<file path="config.mk">
export PLATFORM = sky130hd
export DESIGN_NAME = uart_tx_fifo
export DESIGN_NICKNAME = d
export VERILOG_FILES = /design/src/rtl/uart_tx_fifo.sv
export SDC_FILE = /design/constraint.sdc
export NUM_CORES = 1
export LEC_CHECK = 0
export CORE_MARGIN = 3
export CORE_UTILIZATION = 40
export DETAILED_ROUTE_END_ITERATION = 10
export PLACE_DENSITY = 0.62
export SLEW_MARGIN = 30
export SYNTH_ARGS = -nofsm -noshare
export SYNTH_HDL_FRONTEND = slang
export SYNTH_SLANG_ARGS = --single-unit
</file>
<file path="constraint.sdc">
create_clock -name CLK -period 2.6 [get_ports CLK]
set_input_delay 0.52 -clock CLK [delete_from_list [all_inputs] [get_ports CLK]]
set_output_delay 0.52 -clock CLK [all_outputs]
set_load 0.02 [all_outputs]
</file>
<file path="src/rtl/uart_tx_fifo.sv">
// Circular byte FIFO that launches one byte per UART frame with a START pulse and tracks READY_TX.
// Sticky OVERFLOW flag is built only when UART_TX_FIFO_OVF_EN is defined; otherwise it is tied low.
module uart_tx_fifo #(
  parameter int DEPTH  = 16,
  parameter int ADDR_W = 4
) (
  input  logic              CLK,
  input  logic              RESET,
  input  logic              WR_EN,
  input  logic [7:0]        WR_DATA,
  output logic              FULL,
  output logic              EMPTY,
  output logic [ADDR_W:0]   COUNT,
  input  logic              READY_TX,
  output logic              START,
  output logic [7:0]        DATA_TX,
  input  logic              CLR_OVF,
  output logic              OVERFLOW
);

  typedef enum logic [1:0] {
    IDLE,
    SEND,
    WAIT_BUSY,
    WAIT_DONE
  } state_t;

  localparam logic [ADDR_W:0] FULL_CNT = (ADDR_W + 1)'(DEPTH);

  state_t            state;
  state_t            state_nxt;
  logic [7:0]        mem [DEPTH];
  logic [ADDR_W-1:0] wr_ptr;
  logic [ADDR_W-1:0] rd_ptr;
  logic [ADDR_W:0]   count_nxt;
  logic              wr_ok;
  logic              pop;

  // FULL is the registered flag, so a write at full is dropped even if a pop frees a slot on this edge.
  assign wr_ok = WR_EN && !FULL;

  always_ff @(posedge CLK) begin
    if (RESET) begin
      state <= IDLE;
    end else begin
      state <= state_nxt;
    end
  end

  always_comb begin
    state_nxt = state;
    pop       = 1'b0;
    case (state)
      IDLE: begin
        if (!EMPTY && READY_TX) begin
          pop       = 1'b1;
          state_nxt = SEND;
        end
      end
      SEND: begin
        state_nxt = WAIT_BUSY;
      end
      WAIT_BUSY: begin
        if (!READY_TX) begin
          state_nxt = WAIT_DONE;
        end
      end
      WAIT_DONE: begin
        if (READY_TX) begin
          state_nxt = IDLE;
        end
      end
      default: begin
        state_nxt = IDLE;
      end
    endcase
  end

  always_comb begin
    count_nxt = COUNT;
    case ({wr_ok, pop})
      2'b10:   count_nxt = COUNT + 1'b1;
      2'b01:   count_nxt = COUNT - 1'b1;
      default: count_nxt = COUNT;
    endcase
  end

  always_ff @(posedge CLK) begin
    if (wr_ok) begin
      mem[wr_ptr] <= WR_DATA;
    end
  end

  always_ff @(posedge CLK) begin
    if (RESET) begin
      wr_ptr  <= '0;
      rd_ptr  <= '0;
      COUNT   <= '0;
      EMPTY   <= 1'b1;
      FULL    <= 1'b0;
      START   <= 1'b0;
      DATA_TX <= 8'h00;
    end else begin
      if (wr_ok) begin
        wr_ptr <= wr_ptr + 1'b1;
      end
      if (pop) begin
        DATA_TX <= mem[rd_ptr];
        rd_ptr  <= rd_ptr + 1'b1;
      end
      START <= pop;
      COUNT <= count_nxt;
      EMPTY <= (count_nxt == '0);
      FULL  <= (count_nxt == FULL_CNT);
    end
  end

`ifdef UART_TX_FIFO_OVF_EN
  always_ff @(posedge CLK) begin
    if (RESET) begin
      OVERFLOW <= 1'b0;
    end else if (WR_EN && FULL) begin
      OVERFLOW <= 1'b1;
    end else if (CLR_OVF) begin
      OVERFLOW <= 1'b0;
    end
  end
`else
  logic unused_clr_ovf;
  assign unused_clr_ovf = CLR_OVF;
  assign OVERFLOW       = 1'b0;
`endif

endmodule

</file>
==> results_dict.tcl <==
set metrics [dict create \
    min_to "DATA_TX[5]" \
    postLayoutCellArea_um2 7646 \
    rr_worst_depth 12 \
    min_path_cells 2 \
    placedCellCount 616 \
    synth_cell_types 50 \
    core.rowCount 45 \
    avgSynthCellArea_um2 17.40 \
    yosysSeqAreaShare_pct 68.91 \
    netlist_area_um2 6334 \
    timing.rr.start "state[0]" \
    port_buffers 27 \
    synthFlopType "edfxtp_1" \
    die-width_um 131.8 \
    outcome "finished, final reports clean" \
    holdBufCountCts 0 \
    cts_setup_buffers 0 \
    grt.total_usage_pct 15.39 \
    slew-limit-headroom_pct 56.82 \
    grt_pass1_wl_um 20110 \
    n_antenna_cell 0 \
    r2r_end "FULL" \
    grt_start_max_net_pins 36 \
    drtPass1Iterations 4 \
    rsz0062_at_grt "no" \
    ir_drop_v 0.0004815 \
    first_iter_violations 234 \
    synth-edff-count 128 \
    fin_skew_ns 0.007491 \
    gp_congestion 0.7629 \
    cp-end-kind "register" \
    worstPathRequired_ns 2.90 \
    io_pins 30 \
    nets 448 \
    vias_per_cell 5.213 \
    timing.final.crit_share_pct 95.56 \
    max_freq_mhz 402.5 \
    synthXorXnorAreaFrac_pct 1.245 \
    synth_compound_area_share_pct 4.287 \
    stdcell_count 648 \
    clockRootBuffer "clkbuf_16" \
    fin_crit_ns 2.484 \
    fin_setup_tns_ns 0 \
    dpl.hpwl_um 8247 \
    yosysWarnings 0 \
    synth_adder_area_share_pct 2.173 \
    core_area_um2 15370 \
    clk_pin_slew_ns 0.06 \
    htree_num_levels 4 \
    worstPathArrival_ns 2.79 \
    rrSetupSlack_ns 0.12 \
    crit_fanout 3 \
    clk_latency_ns 0.41 \
    setup_viol 0 \
    ys_ff_latch 154 \
    p_per_area_nw_per_um2 885.4 \
    grt_overflow 0 \
    start_kind "register" \
    leakage_uw 0.002504 \
    clkSinkCount 154 \
    start_util_pct 41.20 \
    crit_type "register to register" \
    worst_slew_pin_slew_ns 0.6469 \
    wl_um 12600 \
    drive_gt1_share_pct 29.06 \
    hold_violations 0 \
    area_delta_synth_final_pct 20.72 \
    dieHeight_um 131.8 \
    tritoncts "yes" \
    numCtsBuffers 17 \
    synth-simple-area-share_pct 6.025 \
    grt_pass1_vias 3596 \
    synth_top_family_by_area "multiplexers" \
    mostFrequentLayoutCell "edfxtp_1" \
    hold_start "DATA_TX[5]" \
    clockBufferDepth 2 \
    synthMuxAreaShare_pct 14.58 \
    postRouteAntennaNets 0 \
    antenna_found_initial 0 \
    maxSlewViolCount 0 \
    synth_nets 388 \
    placed_area_um2 7044 \
    route.detailed.drc 0 \
    async_flop_share_pct 0 \
    wl_per_cell_um 19.44 \
    layout_common_cells "edfxtp_1 (128), mux4_2 (40), buf_4 (33), nor2_1 (27)" \
    maxCapViolCount 0 \
    die_area_um2 17380 \
    hold_class "register to register" \
    via_count 3378 \
    synthCells 364 \
]
[power breakdown]
part | leakage (uW) | total, uW | switching [uW] | internal, uW
Clock | 0.000269 | 2340 | 930 | 1410
Sequential | 0.00137 | 2940 | 144 | 2790
Combinational | 0.000865 | 1500 | 724 | 774
[kinds of logic (layout without fill, tap and decap cells)]
| kind of cell | Yosys count | in the layout |
|---|---|---|
| other | 1 | 1 |
| DFF | 154 | 154 |
| xor gates and xnor gates | 9 | 9 |
| and+or+nand+nor | 79 | 79 |
| muxes | 42 | 42 |
| adders and majority gates | 11 | 11 |
| AOI/OAI and AO/OA | 36 | 36 |
| buffers and inverters | 32 | 105 |
[registers in the layout, summed over array words and instances, names as in the netlist]
signal,count
wr_ptr,4
rd_ptr,4
mem,128
DATA_TX,8
START,1
state,2
EMPTY,1
FULL,1
COUNT,5
[synth_stat cells, drive strengths merged (3+ instances only)]
cell	instances	area share, %
edfxtp	128	61
mux4	40	14
nand2	27	1.6
nor2	27	1.6
dfxtp	26	8.2
a21oi	17	1.3
clkbuf	13	0.93
ha	11	2.2
inv	10	0.63
buf	9	1.2
nor3	8	0.63
xor2	5	0.69
xnor2	4	0.55
a211oi	3	0.36
nand4	3	0.30
[worst max path at each step]
stage          startpoint  endpoint  slack [ns]  depth (start not counted)
3_3_place_gp     READY_TX      FULL       -0.33                         11
6_report         state[0]      FULL        0.12                         12
4_1_cts          state[1]      FULL        0.01                         12
2_1_floorplan    state[0]      FULL        0.03                         12
5_1_grt          state[0]      FULL        0.01                         12
3_5_place_dp     READY_TX      FULL       -0.40                         11
[stage by stage]
stage          hold WS [ns]  power [uW]  util, %  setup WS [ns]
5_1_grt              0.4837        7086    49.74        0.01372
3_5_place_dp         0.4552        4459    45.83        -0.4009
6_report             0.4592        6770    49.74         0.1156
3_3_place_gp         0.4450        4416    45.83        -0.3268
2_1_floorplan        0.4817        3948        -        0.03230
4_1_cts              0.4634        6829    49.60        0.01108
[area by class of cell]
class                      instances  area, um^2
fill                            1250        7725
inverter                          10       40.04
clock buffer                      20       436.7
tap                              211       264.0
timing repair buffer              63       580.6
clock inverter                    12       123.9
sequential                       154        4365
multi-input combinational        178        1836
[layer usage]
layer  track usage [%]  part of all wire, %  vias to the layer above
li1                  -                    -                     1541
met1             20.45                   43                     1719
met2             24.79                   49                      103
met3             4.198                  6.6                       15
met4             5.076                  1.3                        0
met5                 0                    0                        -
[worst max-delay path, cell delays in order, from the launching register on]
cell and delay (ns):
dfxtp_1 0.33, inv_2 0.10, ha_4 0.16, nand3b_4 0.09, inv_4 0.06, nand2_2 0.06, xnor2_1 0.13, ha_2 0.20
o21ai_1 0.13, a211oi_1 0.10, a2bb2oi_2 0.15, or4_4 0.49, a2111oi_2 0.37
[timing repair]
action / in CTS / in global routing
resized for setup: 4 / 7
pin swaps: 0 / 0
endpoints found under the setup margin: 2 / 2
Note: power is estimated with default switching activity, not from simulation.
==> RTL change (config.mk and constraints unchanged) <==
Set the parameter `ADDR_W` to 2 (it was 4).
--- a/src/rtl/uart_tx_fifo.sv
+++ b/src/rtl/uart_tx_fifo.sv
@@ -3,5 +3,5 @@
 module uart_tx_fifo #(
   parameter int DEPTH  = 16,
-  parameter int ADDR_W = 4
+  parameter int ADDR_W = 2
 ) (
   input  logic              CLK,
Interface: changed (resized COUNT); port bits go from 30 to 28. The function was not compared with the original's and may differ.
==> RTL change against the original RTL <==
  * Sequential cell count decreased by 102
  * Area after synthesis decreased by 67%
  * Worst hold slack unchanged
  * Setup slack better by 0.11 ns
  * Cell area is 67% lower
  * Non-clock buffer count decreased by 33
  * Die area shrank 65%
  * Clock skew increased by 0.00077 ns
  * Wire length shrank 73%
  * Global-route usage down 2.8 points
  * Total power fell by 66%
  * Maximum frequency increased by 4.4%
  * Largest power group unchanged
==> RTL change: results (changes against the original RTL) <==
.. list-table::
   :header-rows: 1

   * - Metric
     - Value
   * - Family of cells with the greatest summed delay on the critical path
     - buffers and inverters (was compound AO/OA/AOI/OAI gates)
   * - Inserted Clock Buffers
     - 5 (was 17)
   * - Total routed wire length on the met1 layer
     - 1.481 mm (was 5.383 mm)
   * - Clock-cell share of area
     - 0.04193 (was 0.07331)
   * - Outcome
     - finished clean (unchanged)
   * - Delay of the slowest cell on the worst path
     - 0.52 ns (was 0.49 ns)
   * - Non-clock buffer share of cell area
     - 0.1135 (was 0.07593)
   * - Clock slew seen by the registers of the worst setup and hold paths
     - 0.09 ns (was 0.06 ns)
   * - HPWL reported at the end of detailed placement
     - 2.430 mm (was 8.247 mm)
   * - Number of nets in the final layout
     - 205 (was 448)
   * - End point of the most critical hold path
     - DATA_TX[6] (was DATA_TX[5])
   * - Cell count after placement
     - 242 (was 616)
   * - Met3 Resource Use GR
     - 0.04358 (was 0.04198)
   * - Overall global routing resource usage
     - 0.1255 (was 0.1539)
   * - Register share of the cell area
     - 0.5368 (was 0.5709)
   * - Root buffer selected by CTS
     - sky130_fd_sc_hd__clkbuf_8 (was sky130_fd_sc_hd__clkbuf_16)
   * - Share of post-route cells with drive strength above 1
     - 0.1202 (was 0.2906)
   * - Path depth of the worst reg2reg path
     - 10 (was 12)
   * - Non-clock buffer instance count of the final layout
     - 30 (was 63)
   * - Wire length on met3
     - 173 µm (was 837 µm)
   * - GPL Wtd Cong
     - 0.7778 (was 0.7629)
   * - Number of global-route vias before repair
     - 1277 (was 3596)
   * - Clock buffer instance count of the final layout
     - 7 (was 20)
   * - Worst Setup SP
     - READY_TX (was state[0])
   * - Register-to-register path setup slack
     - 0.32 ns (was 0.12 ns)
-- RTL change: changes by cell type after synthesis, moves of 4 or more --
cell and change:
sky130_fd_sc_hd__buf_4 -4, sky130_fd_sc_hd__mux4_2 -32, sky130_fd_sc_hd__nand2_1 -7, sky130_fd_sc_hd__edfxtp_1 -96, sky130_fd_sc_hd__clkbuf_1 -11, sky130_fd_sc_hd__dfxtp_1 -6, sky130_fd_sc_hd__nor2_1 -20, sky130_fd_sc_hd__nor3_1 -7
-- RTL change: power by group --
| part | switching, mW | internal (mW) |
|---|---|---|
| registers | 0.0865 | 1.02 |
| clock network | 0.257 | 0.252 |
| logic | 0.342 | 0.319 |
-- RTL change: metrics by stage --
step	area [µm²]	total power, mW	TNS [ns]
floorplan	2100	1.557	0
global placement	2430	1.762	-0.05485
detailed placement	2430	1.797	-0.1405
CTS	2536	2.308	0
global route	2536	2.422	0
finish	2536	2.275	0
-- RTL change: worst register-to-register path, stage by stage, from the launching register on --
cell and delay, ns:
sky130_fd_sc_hd__dfxtp_1 0.32, sky130_fd_sc_hd__inv_1 0.12, sky130_fd_sc_hd__ha_1 0.21, sky130_fd_sc_hd__nand3b_1 0.12, sky130_fd_sc_hd__inv_2 0.08, sky130_fd_sc_hd__ha_1 0.15
sky130_fd_sc_hd__inv_1 0.06, sky130_fd_sc_hd__fa_1 0.39, sky130_fd_sc_hd__xor2_1 0.17, sky130_fd_sc_hd__or3_1 0.35, sky130_fd_sc_hd__a31o_1 0.22
-- RTL change: cells by family after synthesis --
group	count (synthesis)	share of synthesized area
AOI/OAI and AO/OA	20	0.05423
muxes	10	0.09535
buffers and inverters	17	0.03754
adders and majority gates	10	0.06317
and+or+nand+nor	39	0.08701
DFF	52	0.6484
xor gates and xnor gates	3	0.01252
other	1	0.001786
